===== src/rtl/line_clear_ctrl_if.sv =====
// Bus between the line-clear sequencer and its environment: command/status
// plus the dedicated board-memory read/write port.
interface line_clear_ctrl_if #(
  parameter int AW = 5,
  parameter int CW = 3
);
  logic          start;
  logic          core_busy;
  logic          rd_en;
  logic [AW-1:0] rd_v;
  logic [AW-1:0] rd_h;
  logic [CW-1:0] rd_data;
  logic          wr_en;
  logic [AW-1:0] wr_v;
  logic [AW-1:0] wr_h;
  logic [CW-1:0] wr_data;
  logic          busy;
  logic          done;
  logic [AW-1:0] lines_cleared;

  modport master (
    input  start, core_busy, rd_data,
    output rd_en, rd_v, rd_h, wr_en, wr_v, wr_h, wr_data, busy, done, lines_cleared
  );

  modport slave (
    output start, core_busy, rd_data,
    input  rd_en, rd_v, rd_h, wr_en, wr_v, wr_h, wr_data, busy, done, lines_cleared
  );
endinterface


===== src/rtl/line_clear_ctrl.sv =====
// Post-lock line-clear sequencer: scans the board bottom-up, drops full rows,
// shifts survivors down and zero-fills the vacated top rows.
module line_clear_ctrl #(
  parameter int ROWS = 20,
  parameter int COLS = 10,
  parameter int AW   = 5,
  parameter int CW   = 3
) (
  input  logic clk,
  input  logic reset,
  line_clear_ctrl_if.master bus
);

  typedef enum logic [2:0] {
    IDLE, SCAN_A, SCAN_B, COPY_A, COPY_B, FILL, DONE
  } state_t;

  localparam logic [AW-1:0]        LAST_COL = AW'(COLS - 1);
  localparam logic signed [AW:0]   LAST_ROW = (AW+1)'(ROWS - 1);
  localparam logic signed [AW:0]   ONE_ROW  = (AW+1)'(1);

  state_t                state, state_n;
  logic signed [AW:0]    src, src_n, dst, dst_n;
  logic [AW-1:0]         col, col_n, count, count_n, lc, lc_n;
  logic [CW-1:0]         data, data_n;
  logic                  fresh, fresh_n;
  logic                  go_next;

  always_ff @(posedge clk) begin
    if (reset) begin
      state <= IDLE;
      src   <= '0;
      dst   <= '0;
      col   <= '0;
      count <= '0;
      lc    <= '0;
      data  <= '0;
      fresh <= 1'b0;
    end else begin
      state <= state_n;
      src   <= src_n;
      dst   <= dst_n;
      col   <= col_n;
      count <= count_n;
      lc    <= lc_n;
      data  <= data_n;
      fresh <= fresh_n;
    end
  end

  always_comb begin
    state_n = state;
    src_n   = src;
    dst_n   = dst;
    col_n   = col;
    count_n = count;
    lc_n    = lc;
    data_n  = data;
    fresh_n = fresh;
    go_next = 1'b0;

    bus.rd_en         = 1'b0;
    bus.rd_v          = '0;
    bus.rd_h          = '0;
    bus.wr_en         = 1'b0;
    bus.wr_v          = '0;
    bus.wr_h          = '0;
    bus.wr_data       = '0;
    bus.busy          = (state != IDLE);
    bus.done          = 1'b0;
    bus.lines_cleared = lc;

    case (state)
      IDLE: if (bus.start) begin
        src_n   = LAST_ROW;
        dst_n   = LAST_ROW;
        col_n   = '0;
        count_n = '0;
        lc_n    = '0;
        state_n = SCAN_A;
      end
      SCAN_A: if (!bus.core_busy) begin
        bus.rd_en = 1'b1;
        bus.rd_v  = src[AW-1:0];
        bus.rd_h  = col;
        state_n   = SCAN_B;
      end
      SCAN_B: begin
        if (bus.rd_data == '0) begin
          if (src == dst) begin
            src_n   = src - ONE_ROW;
            dst_n   = dst - ONE_ROW;
            go_next = 1'b1;
          end else begin
            col_n   = '0;
            state_n = COPY_A;
          end
        end else if (col == LAST_COL) begin
          count_n = count + AW'(1);
          src_n   = src - ONE_ROW;
          go_next = 1'b1;
        end else begin
          col_n   = col + AW'(1);
          state_n = SCAN_A;
        end
      end
      COPY_A: if (!bus.core_busy) begin
        bus.rd_en = 1'b1;
        bus.rd_v  = src[AW-1:0];
        bus.rd_h  = col;
        fresh_n   = 1'b1;
        state_n   = COPY_B;
      end
      COPY_B: begin
        // Read data is only valid on the first COPY_B cycle; keep a copy for stalls.
        if (fresh) begin
          data_n  = bus.rd_data;
          fresh_n = 1'b0;
        end
        if (!bus.core_busy) begin
          bus.wr_en   = 1'b1;
          bus.wr_v    = dst[AW-1:0];
          bus.wr_h    = col;
          bus.wr_data = fresh ? bus.rd_data : data;
          if (col == LAST_COL) begin
            src_n   = src - ONE_ROW;
            dst_n   = dst - ONE_ROW;
            go_next = 1'b1;
          end else begin
            col_n   = col + AW'(1);
            state_n = COPY_A;
          end
        end
      end
      FILL: if (!bus.core_busy) begin
        bus.wr_en = 1'b1;
        bus.wr_v  = dst[AW-1:0];
        bus.wr_h  = col;
        if (col == LAST_COL) begin
          col_n = '0;
          dst_n = dst - ONE_ROW;
          if (dst == '0) state_n = DONE;
        end else begin
          col_n = col + AW'(1);
        end
      end
      DONE: begin
        bus.done          = 1'b1;
        bus.lines_cleared = count;
        lc_n              = count;
        state_n           = IDLE;
      end
      default: state_n = IDLE;
    endcase

    // Row-advance decision taken in the same cycle, so it costs no clock.
    if (go_next) begin
      col_n = '0;
      if (!src_n[AW])      state_n = SCAN_A;
      else if (!dst_n[AW]) state_n = FILL;
      else                 state_n = DONE;
    end
  end

endmodule


===== src/flat_wrapper.sv =====
// flat-port wrapper written by rule: the top's interface ports become plain ports
module line_clear_ctrl_flat 
#(
  parameter int ROWS = 20,
  parameter int COLS = 10,
  parameter int AW   = 5,
  parameter int CW   = 3
)
  (clk, reset, bus_start, bus_core_busy, bus_rd_data, bus_rd_en, bus_rd_v, bus_rd_h, bus_wr_en, bus_wr_v, bus_wr_h, bus_wr_data, bus_busy, bus_done, bus_lines_cleared);
  line_clear_ctrl_if #(.AW(AW), .CW(CW)) bus_i ();
  input  logic clk;
  input  logic reset;
  input wire logic [$bits(bus_i.start)-1:0] bus_start;
  input wire logic [$bits(bus_i.core_busy)-1:0] bus_core_busy;
  input wire logic [$bits(bus_i.rd_data)-1:0] bus_rd_data;
  output wire logic [$bits(bus_i.rd_en)-1:0] bus_rd_en;
  output wire logic [$bits(bus_i.rd_v)-1:0] bus_rd_v;
  output wire logic [$bits(bus_i.rd_h)-1:0] bus_rd_h;
  output wire logic [$bits(bus_i.wr_en)-1:0] bus_wr_en;
  output wire logic [$bits(bus_i.wr_v)-1:0] bus_wr_v;
  output wire logic [$bits(bus_i.wr_h)-1:0] bus_wr_h;
  output wire logic [$bits(bus_i.wr_data)-1:0] bus_wr_data;
  output wire logic [$bits(bus_i.busy)-1:0] bus_busy;
  output wire logic [$bits(bus_i.done)-1:0] bus_done;
  output wire logic [$bits(bus_i.lines_cleared)-1:0] bus_lines_cleared;
  assign bus_i.start = bus_start;
  assign bus_i.core_busy = bus_core_busy;
  assign bus_i.rd_data = bus_rd_data;
  assign bus_rd_en = bus_i.rd_en;
  assign bus_rd_v = bus_i.rd_v;
  assign bus_rd_h = bus_i.rd_h;
  assign bus_wr_en = bus_i.wr_en;
  assign bus_wr_v = bus_i.wr_v;
  assign bus_wr_h = bus_i.wr_h;
  assign bus_wr_data = bus_i.wr_data;
  assign bus_busy = bus_i.busy;
  assign bus_done = bus_i.done;
  assign bus_lines_cleared = bus_i.lines_cleared;
  line_clear_ctrl #(.ROWS(ROWS), .COLS(COLS), .AW(AW), .CW(CW)) u_core (.clk(clk), .reset(reset), .bus(bus_i));
endmodule

===== config.mk =====
export PLATFORM = sky130hd
export DESIGN_NAME = line_clear_ctrl_flat
export DESIGN_NICKNAME = d
export VERILOG_FILES = /design/src/rtl/line_clear_ctrl_if.sv /design/src/rtl/line_clear_ctrl.sv /design/src/flat_wrapper.sv
export SDC_FILE = /design/constraint.sdc
export NUM_CORES = 1
export LEC_CHECK = 0
export ABC_AREA = 1
export CAP_MARGIN = 15
export CORE_UTILIZATION = 53
export DETAILED_ROUTE_END_ITERATION = 8
export PLACE_DENSITY = 0.8
export REMOVE_ABC_BUFFERS = 1
export SLEW_MARGIN = 20
export SYNTH_ARGS = -nofsm -noshare
export SYNTH_HDL_FRONTEND = slang
export SYNTH_SLANG_ARGS = --single-unit

===== constraint.sdc =====
create_clock -name clk -period 2.02 [get_ports clk]
set_input_delay 0.404 -clock clk [delete_from_list [all_inputs] [get_ports clk]]
set_output_delay 0.404 -clock clk [all_outputs]
set_load 0.05 [all_outputs]

==> summary.md <==
| Metric | Value |
|---|---|
| Status | complete, but fails checks |
| Failing checks | setup timing |
| Share of synthesized flip-flops with an asynchronous set or reset | 0% |
| Share of layout cells above drive strength 1 | 35.7% |
| Hold Path Cell Cnt | 2 |
| Worst-Skew Late Latency | 300 ps |
| Distinct cells, synth | 39 |
| Crit path time final | 2040 ps |
| Most common cell after layout, fill and taps aside | nand2_1 |
| Clock sinks | 34 |
| Critical path peak fanout | 6 |
| Critical Path Start | u_core.state[1]$_SDFFE_PP0P_ |
| MaxCap Viol Count | 0 |
| Startpoint Class | register |
| Register area share after synthesis | 29.8% |
| DRT Wirelength | 8.03 mm |
| Sequential cell area | 688 sq um |
| Router iterations before antenna repair | 5 |
| Peak Freq | 490 MHz |
| All-Layer GR Usage | 34.8% |
| Commonest non-fill, non-tap cells in the layout | 71 x nand2_1, 40 x inv_1, 33 x buf_12 |
| Clock buffer depth | 2 |
| Final Hold Fails | 0 |
| GPL Wtd Cong | 0.910 |
| Simple-gate portion of the synthesized area | 35.8% |
| Crit path required time | 1620 ps |
| EDFF count, synth | 0 |
| Setup violators final | 2 |
| Clock transition at the registers of the reported paths | 80 ps |
| DR vias | 2,760 |
| Htree depth | 2 |
| M3 GR Usage | 8.11% |
| Worst setup margin | -19.7 ps |
| Layout area overhead | 57.6% |
| Die area | 4570 sq um |
| Worst hold slack | 473 ps |
| TritonCTS buffer count | 5 |
| Hold Path Class | reg -> reg |
| Origin of the critical flop-to-flop path | u_core.state[1]$_SDFFE_PP0P_ |
| First-pass GRT wire length | 11.7 mm |
| Avg Cell Area, Syn | 6.65 sq um |
| Net count, final | 433 |
| Max-slew violations | 0 |
| Pwr dens | 1290 nW/um^2 |
| Met1 Use GR | 39.7% |
| Post-Synth Adder-Cell Area | 3.84% |
| Yosys reg bits | 34 |
| Post-DP HPWL | 5.13 mm |
| Worst setup path class | reg -> out |
| CTS Hold Buffers Added | 0 |
| Diodes inserted | 0 |
| Chip width | 67.6 um |
| Post-synth top area share | 29.8% |
| Largest net degree at the start of global routing | 13 |
| Post-layout util | 88.6% |
| Post-route setup TNS | -36.8 ps |
| Grt ovf | 0 |
| TritonCTS clock tree | yes |
| I/O Pins | 39 |
| IO Port Bufs | 38 |
| Rel. slew slack | 68.8% |
| Ys Warns | 0 |
| Largest family of logic cells by synthesized area | simple AND/OR/NAND/NOR gates |
| Worst Reg-to-Reg Cells | 15 |
| Reg-to-reg critical path endpoint | u_core.state[1]$_SDFFE_PP0P_ |
| PnR Total Power | 4.65 mW |
| Initial Util | 56.2% |
| Mux cell area share after synthesis | 1.32% |
| Synth area leader | dfxtp_1 |
| Worst Tran Pin Value | 464 ps |
| Final Skew | 9.51 ps |
| Xor/xnor cell area share of the yosys netlist | 1.92% |
| Vias per cell | 5.87 |
| Pleak | 1.55 nW |
| Netlist Area Pre-Place | 2280 sq um |
| Initial antenna violation count | 0 |
| Core area | 4060 sq um |
| RSZ-0062 raised after global routing | yes |
| Tcrit/Tclk final | 101% |
| Synth Instances | 343 |
| GRT busiest layer | met2 |
| Synth Area in Compound Gates | 17.4% |
| Routed Antenna Nets | 0 |
| Crit path DAT | 1640 ps |
| Avg WL per Cell | 17.1 um |
| Die span in y | 67.6 um |
| Area of the multi-input gates | 1510 sq um |
| Worst setup endpoint | bus_wr_h[1] |
| Synth area leaders | dfxtp_1 30%, nand2_1 12%, nor2_1 7.9% |
| FILL cells | 184 |
| Row count | 23 |
| Fin cells | 470 |
| Root buffer cell | clkbuf_8 |
| Placed Cells | 451 |
| Drt initial violations | 314 |
| Met2 usage | 61.9% |
| Prevailing post-synth register cell | dfxtp_1 |
| Setup crit end kind | output pin |
| R2R Setup Slk | 0 ps |
| Vias in the first global route | 2,572 |
| DRC viols | 0 |
| Max VDD drop | 1.10 mV |
## cell usage after synthesis (2+ instances only)
cell type and number:
o211ai_1 2, nor3_1 2, a211oi_2 2, ha_1 7, o21ai_0 19, nand2_2 6
a21oi_2 2, nor2_1 48, nor2_4 5, clkbuf_1 4, mux2i_1 3, nand3_1 14
o21ai_1 2, dfxtp_1 34, inv_4 3, nand4_1 4, nor3b_2 2, nand2_1 74
a31oi_1 3, nor2_2 7, xor2_1 5, inv_1 42, a21oi_1 27, nor3_4 2
a221oi_1 2, inv_2 9
## worst max-delay path, stage by stage, from the launching register on
cell,delay [ps]
dfxtp_2,350
inv_2,90
nand2_4,90
nor2_4,190
clkinvlp_4,260
nor2_2,200
buf_12,150
## power breakdown
part / total [mW] / internal (mW) / leakage, nW / switching, mW
sequential: 0.982 / 0.818 / 0.279 / 0.164
combinational: 2.89 / 1.05 / 1.20 / 1.84
clock: 0.783 / 0.495 / 0.0683 / 0.288
## metal layers
layer | up-vias | share of wire, %
met4 | 0 | 5.5
met5 | - | 0
met1 | 1261 | 35
met3 | 52 | 8.9
met2 | 183 | 50
li1 | 1264 | -
## repair_timing
| action | CTS | global route |
|---|---|---|
| gates cloned | 1 | 0 |
| resized for setup | 29 | 21 |
| pin swaps | 3 | 4 |
| hold endpoints to repair | 0 | 0 |
| setup endpoints to repair | 23 | 27 |
| setup buffers | 5 | 5 |
## cell families (layout without fill, tap and decap cells)
group,after synthesis,after routing
buf+inv,58,135
compound gates,66,66
fa+ha+maj,7,7
simple gates,170,170
xor+xnor,5,5
mux,3,3
flops,34,34
## per-stage QoR
step	cell area (sq um)	setup slack (ps)
2_1_floorplan	2270	-414
3_3_place_gp	3210	-35.7
3_5_place_dp	3210	-80.3
4_1_cts	3490	-8.48
5_1_grt	3590	-76.4
6_report	3590	-19.7
## registers in the layout, indices dropped and copies added (netlist names)
| register | count |
|---|---|
| u_core.count | 5 |
| u_core.lc | 5 |
| u_core.state | 3 |
| u_core.fresh | 1 |
| u_core.col | 5 |
| u_core.src | 6 |
| u_core.data | 3 |
| u_core.dst | 6 |
## worst min-delay path by stage
stage / startpoint / end / slack, ps
final: u_core.lc[0]$_SDFFE_PP0P_ / u_core.lc[0]$_SDFFE_PP0P_ / 470
after global routing: u_core.lc[3]$_SDFFE_PP0P_ / u_core.lc[3]$_SDFFE_PP0P_ / 510
after CTS: u_core.lc[0]$_SDFFE_PP0P_ / u_core.lc[0]$_SDFFE_PP0P_ / 480
after detailed placement: u_core.lc[0]$_SDFFE_PP0P_ / u_core.lc[0]$_SDFFE_PP0P_ / 470
after global placement: u_core.lc[0]$_SDFFE_PP0P_ / u_core.lc[0]$_SDFFE_PP0P_ / 460
after floorplan: u_core.lc[3]$_SDFFE_PP0P_ / u_core.lc[3]$_SDFFE_PP0P_ / 450
## layout make-up
type,instances,area share (%)
clock buffers,5,1.91
clock inverters,3,1.91
inverters,54,5.95
multi-input cells,251,42.0
flip-flops and latches,34,19.1
well taps,50,1.74
repair buffers,72,27.1
repair inverters,1,0.209
(Power assumes the default switching activity.)
